--- config.mk ---
export PLATFORM = sky130hd
export DESIGN_NAME = gng_noise_scaler
export DESIGN_NICKNAME = d
export VERILOG_FILES = /design/src/rtl/gng_noise_scaler.sv
export SDC_FILE = /design/constraint.sdc
export NUM_CORES = 2
export LEC_CHECK = 0
export BUFFER_PORTS_ARGS = -buffer_cell sky130_fd_sc_hd__buf_2
export CAP_MARGIN = 10
export CORE_UTILIZATION = 48
export CTS_BUF_LIST = sky130_fd_sc_hd__clkbuf_8
export CTS_CLUSTER_SIZE = 28
export DETAILED_ROUTE_END_ITERATION = 10
export HOLD_SLACK_MARGIN = 0.1
export PLACE_DENSITY_LB_ADDON = 0.1
export SLEW_MARGIN = 10
export SYNTH_ARGS = -nofsm -noshare
export SYNTH_HDL_FRONTEND = slang
export SYNTH_SLANG_ARGS = --single-unit
--- constraint.sdc ---
create_clock -name clk -period 11.6 [get_ports clk]
set_input_delay 0.58 -clock clk [delete_from_list [all_inputs] [get_ports clk]]
set_output_delay 0.58 -clock clk [all_outputs]
set_load 0.01 [all_outputs]
--- src/rtl/gng_noise_scaler.sv ---
// Scales gng Gaussian samples by sigma into rounded Torus32 error terms behind a credit-limited FIFO.
// Optional tail clamp of gng_data to +/-CLIP_BOUND is compiled in with `define GNG_NOISE_CLIP_EN.
module gng_noise_scaler #(
  parameter int FRAC       = 11,
  parameter int DEPTH      = 16,
  parameter int CNT_W      = 16,
  parameter int CLIP_BOUND = 12288
) (
  input  logic             clk,
  input  logic             rst,
  input  logic             start,
  input  logic [CNT_W-1:0] req_count,
  input  logic [31:0]      sigma,
  output logic             gng_ce,
  input  logic             gng_valid,
  input  logic [31:0]      gng_data,
  output logic             err_valid,
  input  logic             err_ready,
  output logic [31:0]      err_data,
  output logic             busy,
  output logic             done,
  output logic             ovf
);

  // state | meaning
  // IDLE  | waiting for start
  // RUN   | issuing gng credits until req_q have been requested
  // DRAIN | waiting for in-flight samples, pipeline and FIFO to empty
  typedef enum logic [1:0] {IDLE = 2'd0, RUN = 2'd1, DRAIN = 2'd2} state_t;

  localparam int AW = $clog2(DEPTH);
  localparam int OW = AW + 3;
  localparam logic signed [64:0] HALF = 65'sd1 <<< (FRAC - 1);

  if (DEPTH < 4 || (DEPTH & (DEPTH - 1)) != 0 || FRAC < 1 || CLIP_BOUND < 1) begin : g_param_check
    $error("gng_noise_scaler: illegal parameter set");
  end

  state_t state, state_n;

  logic [CNT_W-1:0] req_q, issued, issued_n;
  logic [31:0]      sigma_q;
  logic [AW:0]      inflight, inflight_n;
  logic [AW:0]      fifo_cnt, fifo_cnt_n;
  logic [OW-1:0]    occ_n;
  logic             s1_v, s2_v;
  logic             gv_ok, pop, push_ok, fifo_full;
  logic             start_acc, ce_d, done_d, drained, ovf_set;

  logic signed [31:0] data_in;
  logic signed [64:0] mul_a, mul_b, s1_p, rnd;
  logic [31:0]        s2_e;

  logic [31:0]   mem [DEPTH];
  logic [AW-1:0] wr_ptr, rd_ptr;

  assign busy      = (state != IDLE);
  assign err_valid = (fifo_cnt != '0);
  assign err_data  = err_valid ? mem[rd_ptr] : '0;
  assign fifo_full = (fifo_cnt == (AW+1)'(DEPTH));
  assign pop       = err_valid && err_ready;
  assign push_ok   = s2_v && (!fifo_full || pop);

  // A valid with no outstanding credit is a protocol error; it is flagged and dropped.
  assign gv_ok   = gng_valid && (inflight != '0);
  assign ovf_set = (gng_valid && (inflight == '0)) || (s2_v && fifo_full && !pop);

  // gng_ce is registered, so credit decisions look at next-cycle occupancy.
  assign inflight_n = inflight + (AW+1)'(gng_ce) - (AW+1)'(gv_ok);
  assign fifo_cnt_n = fifo_cnt + (AW+1)'(push_ok) - (AW+1)'(pop);
  assign issued_n   = issued + CNT_W'(gng_ce);
  assign occ_n      = OW'(fifo_cnt_n) + OW'(gv_ok) + OW'(s1_v) + OW'(inflight_n);
  assign drained    = (inflight == '0) && !s1_v && !s2_v && (fifo_cnt_n == '0);

`ifdef GNG_NOISE_CLIP_EN
  localparam logic signed [31:0] CLIP_HI = 32'(CLIP_BOUND);
  localparam logic signed [31:0] CLIP_LO = -CLIP_HI;

  always_comb begin
    data_in = $signed(gng_data);
    if ($signed(gng_data) > CLIP_HI)      data_in = CLIP_HI;
    else if ($signed(gng_data) < CLIP_LO) data_in = CLIP_LO;
  end
`else
  assign data_in = $signed(gng_data);
`endif

  assign mul_a = {{33{data_in[31]}}, data_in};
  assign mul_b = {33'd0, sigma_q};
  assign rnd   = s1_p + HALF;

  always_comb begin
    state_n   = state;
    start_acc = 1'b0;
    done_d    = 1'b0;
    ce_d      = 1'b0;
    case (state)
      IDLE: begin
        if (start) begin
          start_acc = 1'b1;
          state_n   = RUN;
        end
      end
      RUN: begin
        if ((issued == req_q) && !gng_ce) state_n = DRAIN;
        ce_d = (issued_n < req_q) && (occ_n < OW'(DEPTH));
      end
      DRAIN: begin
        if (drained) begin
          done_d  = 1'b1;
          state_n = IDLE;
        end
      end
      default: state_n = IDLE;
    endcase
  end

  always_ff @(posedge clk) begin
    if (rst) begin
      state    <= IDLE;
      req_q    <= '0;
      sigma_q  <= '0;
      issued   <= '0;
      inflight <= '0;
      gng_ce   <= 1'b0;
      done     <= 1'b0;
      ovf      <= 1'b0;
    end else begin
      state    <= state_n;
      gng_ce   <= ce_d;
      done     <= done_d;
      inflight <= inflight_n;
      ovf      <= (ovf && !start_acc) | ovf_set;
      if (start_acc) begin
        req_q   <= req_count;
        sigma_q <= sigma;
        issued  <= '0;
      end else begin
        issued  <= issued_n;
      end
    end
  end

  // Full-width product; e keeps only bits [FRAC+31:FRAC] since the torus wraps mod 2^32.
  always_ff @(posedge clk) begin
    if (rst) begin
      s1_v <= 1'b0;
      s2_v <= 1'b0;
      s1_p <= '0;
      s2_e <= '0;
    end else begin
      s1_v <= gv_ok;
      s2_v <= s1_v;
      if (gv_ok) s1_p <= mul_a * mul_b;
      if (s1_v)  s2_e <= rnd[FRAC+31:FRAC];
    end
  end

  always_ff @(posedge clk) begin
    if (rst) begin
      wr_ptr   <= '0;
      rd_ptr   <= '0;
      fifo_cnt <= '0;
    end else begin
      if (push_ok) wr_ptr <= wr_ptr + 1'b1;
      if (pop)     rd_ptr <= rd_ptr + 1'b1;
      fifo_cnt <= fifo_cnt_n;
    end
  end

  always_ff @(posedge clk) begin
    if (push_ok) mem[wr_ptr] <= s2_e;
  end

endmodule

# Word-level counts from Yosys, hierarchy flattened
# Memory sizes are Yosys's and may differ from the RTL's. A register that Yosys moved wholly into a read port is not among the register bits.
# Index checks and enable logic that the tools add are counted.
[totals]
wordCells = 82
mem_count = 1
reg_bits = 164
ramBits = 512
[mem_list]
columns = ["memory", "depth", "width", "read_ports", "rd_ports_with_merged_regs", "wr", "line_no", "source"]
rows = [
  ["mem", 16, 32, 1, 1, 1, "54", "logic [31:0] mem [DEPTH];"],
]
[op_classes]
multipliers = 1
addsub = 11
n_lt_le_gt_ge = 2
reduce_logical = 30
bitwise_logic = 3
muxes = 12
n_eq_ne = 7
[op_table]
columns = ["cell", "count"]
rows = [
  ["$add 43x12->43 const B", 1],
  ["$mul 32x33->43", 1],
  ["$mux 32", 1],
  ["$add 16x1->16", 1],
  ["$eq 16x16->1", 1],
  ["$lt 16x16->1", 1],
  ["$logic_and 1x1->1", 12],
  ["$add 5x1->5", 2],
  ["$logic_not 5->1", 2],
  ["$reduce_bool 5->1", 2],
  ["$sub 5x1->5", 2],
  ["$add 4x1->4 const B", 2],
  ["$mux 4", 2],
  ["$add 6x1->7", 1],
  ["$add 7x5->7", 1],
  ["$lt 7x5->1 const B", 1],
  ["$add 5x1->6", 1],
  ["$logic_not 1->1", 6],
  ["$mux 2", 3],
  ["$ne 2x2->1 const B", 3],
  ["$pmux 2 s3", 1],
  ["$reduce_or 2->1", 3],
  ["$eq 5x5->1 const B", 1],
  ["$mux 1", 5],
  ["8 further kinds", 10],
]

# Longest topological paths before layout
[logic_depth]
word_depth = 11
depth_mapped = 26

# Least setup slack after synthesis
# Ideal clock, no wire load.
[synth_path]
kind = "input port to flip-flop"
from = "in gng_data[23]"
to = "reg s1_p[41]"
path_buffers = 2
stages = 23
arrival_time_ns = 7.122
setup_ns = 0.117
slack_ns = 4.360
path_cell_list = "clkbuf_1 -> clkbuf_1 -> nand2_1 -> fa_1 -> inv_1 -> fa_1 -> inv_1 -> fa_1 -> inv_1 -> fa_1 -> fa_1 -> fa_1 -> fa_1 -> fa_1 -> ha_1 -> a21o_1 -> a21o_1 -> a21oi_1 -> o21ai_0 -> a221oi_2 -> a21boi_0 -> or3_1 -> a32o_1"
[synth_between]
elab_chain_cells = 1
[synth_lines]
columns = ["item", "line_no", "source"]
rows = [
  ["from (decl)", "16", "input logic [31:0] gng_data,"],
  ["$mul 32x33->43", "154", "if (gv_ok) s1_p <= mul_a * mul_b;"],
  ["to (signal assigned)", "154", ""],
  ["to (decl)", "51", "logic signed [64:0] mul_a, mul_b, s1_p, rnd;"],
]
# Every way passes these cells.
# A chain may end at the register's enable or synchronous reset.

# Final worst setup path
[layout_path]
from = "reg sigma_q[23]"
to = "reg s1_p[41]"
[layout_between]
elab_chain_cells = 1
[layout_lines]
columns = ["item", "line_no", "source"]
rows = [
  ["from (decl)", "42", "logic [31:0] sigma_q;"],
  ["from (signal assigned)", "136", "sigma_q <= sigma;"],
  ["$mul 32x33->43", "154", ""],
]
# Every way passes these cells.

==> impl_metrics.yaml <==
synth:
  syn-num-nets: 5346
  syn_avg_cell_area_um2: 11.9
  synth-edff-count: 512
  synthTopCellsByArea: "edfxtp_1 (30%), fa_1 (27%), mux4_2 (7.0%)"
  synthArstFlopShare_pct: 0
  ys_warn_count: 0
  synth_area_um2: 51600
  yosys.area.top_type: "edfxtp_1"
  syn-instance-count: 4347
  ys_ff_latch: 670
  synth_cell_types: 63
  synth_top_area_share_pct: 29.8
  synthFlopType: "edfxtp_1"
  synth-seq-area-share_pct: 35.9
global_routing:
  gr-total-overflow: 0
  use_met1_pct: 31.8
  grt_pass1_wl_um: 196000
  grt.busiest_layer: "met2"
  met2_usage_pct: 41.3
  grt_usage_pct: 24.0
  grt_max_degree: 67
  antenna_found_initial: 2
  use_met3_pct: 3.76
  grt_pass1_vias: 33300
min_path:
  hp-class: "in2reg"
timing:
  drv_slew: 0
  fin_crit_ns: 7.83
  finalCritPeriodShare_pct: 67.5
  setup_violations: 0
  finalHoldViolCount: 0
  rsz0062_at_grt: "no"
  max_freq_mhz: 128
  worstMarginPinSlew_ns: 1.09
  setup_tns_ns: 0
  clock_skew_ns: 0.0491
  max_slew_margin_pct: 27.3
worst_setup_path:
  critPathMaxStageDelay_ns: 0.92
  cp_top_family: "adder cells"
  cp.arrival_ns: 8.46
  critical_path_class: "reg2reg"
  crit_top_cell: "fa_1"
  crit_buf_inv: 2
  critPathMaxFanout: 21
  end_kind: "register"
  cp.required_ns: 12.23
  crit_chain: "and2_1, fa_1, fa_1, inv_1, fa_1, fa_1, inv_1, fa_1, fa_1, fa_1, fa_1, ha_1, a21o_1, a21o_1, a21oi_2, o21ai_0, a221oi_2, a21boi_0, or3_1, a32o_1"
  cp_slowest_cell: "dfxtp_1"
  startpoint_type: "register"
clock_network:
  root_buffer: "clkbuf_8"
  cts_made_buffers: 108
  cts_sinks: 670
  cts.clk_slew.worst_paths_ns: 0.06
  cts_tree: "built"
  insertion_delay_ns: 0.77
  htree_num_levels: 3
  clockBufferDepth: 3
final_layout:
  final_core_util_pct: 53.2
  fin_nets: 5449
  final_area_um2: 56300
  syn_to_final_growth_pct: 9.09
  multi_input_area_um2: 29500
  drive_gt1_share_pct: 11.4
  fillers: 9170
  regArea_um2: 18600
floorplan:
  rows: 119
  die_h_um: 330
  floorplan.initialDensity_pct: 48.7
  fp.dieArea_um2: 109000
  die_w_um: 330
  core_area_um2: 106000
  io_pins: 122
placed_design:
  hpwlAfterDp_um: 87400
  portBuffers: 121
  placed_area_um2: 53600
  gp_congestion: 0.856
routing:
  wirelength_um: 126000
  vias_per_cell: 5.23
  num_vias: 31100
  wl_per_cell_um: 21.2
  drcViolationCount: 0
  drtIter0Drc: 1771
  first_pass_iters: 5
  ant_nets: 0
power_and_ir_drop:
  leakagePower_nw: 23.8
  ir_drop_mv: 0.308
  p_per_area_nw_per_um2: 215
run_status:
  outcome: "completed"
run:
  drv_cap: 0
-- cells by family after synthesis --
kind of cell | Yosys count | synth area share (%)
compound gates | 236 | 2.93
xor+xnor | 132 | 2.24
fa+ha+maj | 914 | 32.2
buf+inv | 979 | 7.12
flops | 670 | 35.9
mux | 162 | 7.02
simple gates | 1254 | 12.5
-- synth_stat cells, types with 2 or more instances --
library cell    n
a211o_1         3
a211oi_1       33
a21boi_0        3
a21o_1         22
a21oi_1       104
a221oi_1        2
a22o_1          6
a311oi_1        5
a31o_2          3
a32o_1          6
and2_1        516
and3_1         10
and4_1          3
buf_1          20
clkbuf_1      209
dfxtp_1       158
edfxtp_1      512
fa_1          693
ha_1          221
inv_1         748
mux2i_1         2
mux4_2        160
nand2_1       450
nand2b_1       12
nand3_1        31
nand3b_1        8
nand4_1        20
nor2_1        104
nor2b_1        58
nor3_1         14
nor4_1          3
nor4b_1         2
o211ai_1        2
o21a_1          4
o21ai_0        23
o21ai_1         3
o21bai_1        4
o31ai_1         2
or2_2           2
or3_1          12
or3b_2          2
xnor2_1        77
xor2_1         55
-- report_power, final --
part / total, W / switching, W / internal [W]
sequential: 0.00302 / 0.000232 / 0.00279
clock: 0.00202 / 0.000975 / 0.00105
combinational: 0.00703 / 0.00395 / 0.00308
total: 0.0121 / 0.00516 / 0.00692
-- area by class of cell --
| class | instances | area share (%) |
|---|---|---|
| Timing Repair Buffer | 223 | 2.65 |
| Multi-Input combinational cell | 2698 | 52.4 |
| Clock inverter | 86 | 0.973 |
| Inverter | 749 | 4.99 |
| Tap cell | 1391 | 3.09 |
| Sequential cell | 670 | 33.0 |
| Clock buffer | 119 | 2.91 |
| Antenna cell | 1 | 0.00445 |
-- per-stage QoR --
stage / setup slack [ns] / cells / power [W] / hold WS, ns
2_1_floorplan: 4.36 / 4347 / 0.00813 / 0.427
3_3_place_gp: 3.54 / 5683 / 0.0101 / 0.449
3_5_place_dp: 3.47 / 5683 / 0.0101 / 0.457
4_1_cts: 3.83 / 5936 / 0.0122 / 0.110
5_1_grt: 3.47 / 5937 / 0.0132 / 0.148
6_report: 3.77 / 5937 / 0.0121 / 0.192
-- repair_timing --
action,4_1_cts,5_1_grt
hold buffers,48,0
hold endpoints to repair,48,0
gates resized for setup,0,0
buffers inserted,0,0
-- flip-flops by register name, indices dropped and copies added, names as in the netlist, 4 cells and up, named ones only --
name / flops
mem: 512
s1_p: 33
s2_e: 32
sigma_q: 32
issued: 16
req_q: 16
fifo_cnt: 5
inflight: 5
rd_ptr: 4
wr_ptr: 4
-- path summary, 6_finish.rpt --
kind | from | to | slack (ns) | cells past startpoint
setup / recovery | sigma_q[23] | s1_p[41] | 3.77 | 20
hold / removal | gng_valid | ovf | 0.19 | 3
setup reg to reg | sigma_q[23] | s1_p[41] | 3.77 | 20
hold reg to reg | sigma_q[5] | sigma_q[5] | 0.46 | 2
-- metal layers --
metal / vias up / share of wire, %
met3: 165 / 4.7
met1: 16100 / 43
met2: 634 / 50
met5: - / 0.010
li1: 14100 / -
met4: 2 / 2.1
-- placed cells by master, fill, tap and decap left out, drive strengths merged, types with 4 or more instances in the layout --
cell type	synthesis	routed
o21a	4	4
buf	21	175
o21bai	4	4
a21boi	4	4
clkinv	1	40
and2	516	516
a311oi	5	5
nand3	31	31
ha	221	221
nor3	15	15
nor2b	58	58
or3	12	12
o21ai	26	26
mux4	160	160
xnor2	77	77
a22o	6	6
nand3b	8	8
nand4	20	20
nand2	450	450
edfxtp	512	512
dlygate4sd3	0	48
dfxtp	158	158
nor2	104	104
bufinv	0	4
and3	10	10
nor4	5	5
xor2	55	55
clkbuf	209	119
fa	693	693
a21o	22	22
nand2b	12	12
a32o	6	6
a211oi	33	33
inv	748	790
a21oi	105	105
-- worst min-delay path: stages --
cell and delay (ns):
buf_2 0.12, a222oi_1 0.09, nor2_1 0.09
Note: power is estimated with default switching activity, not from simulation.
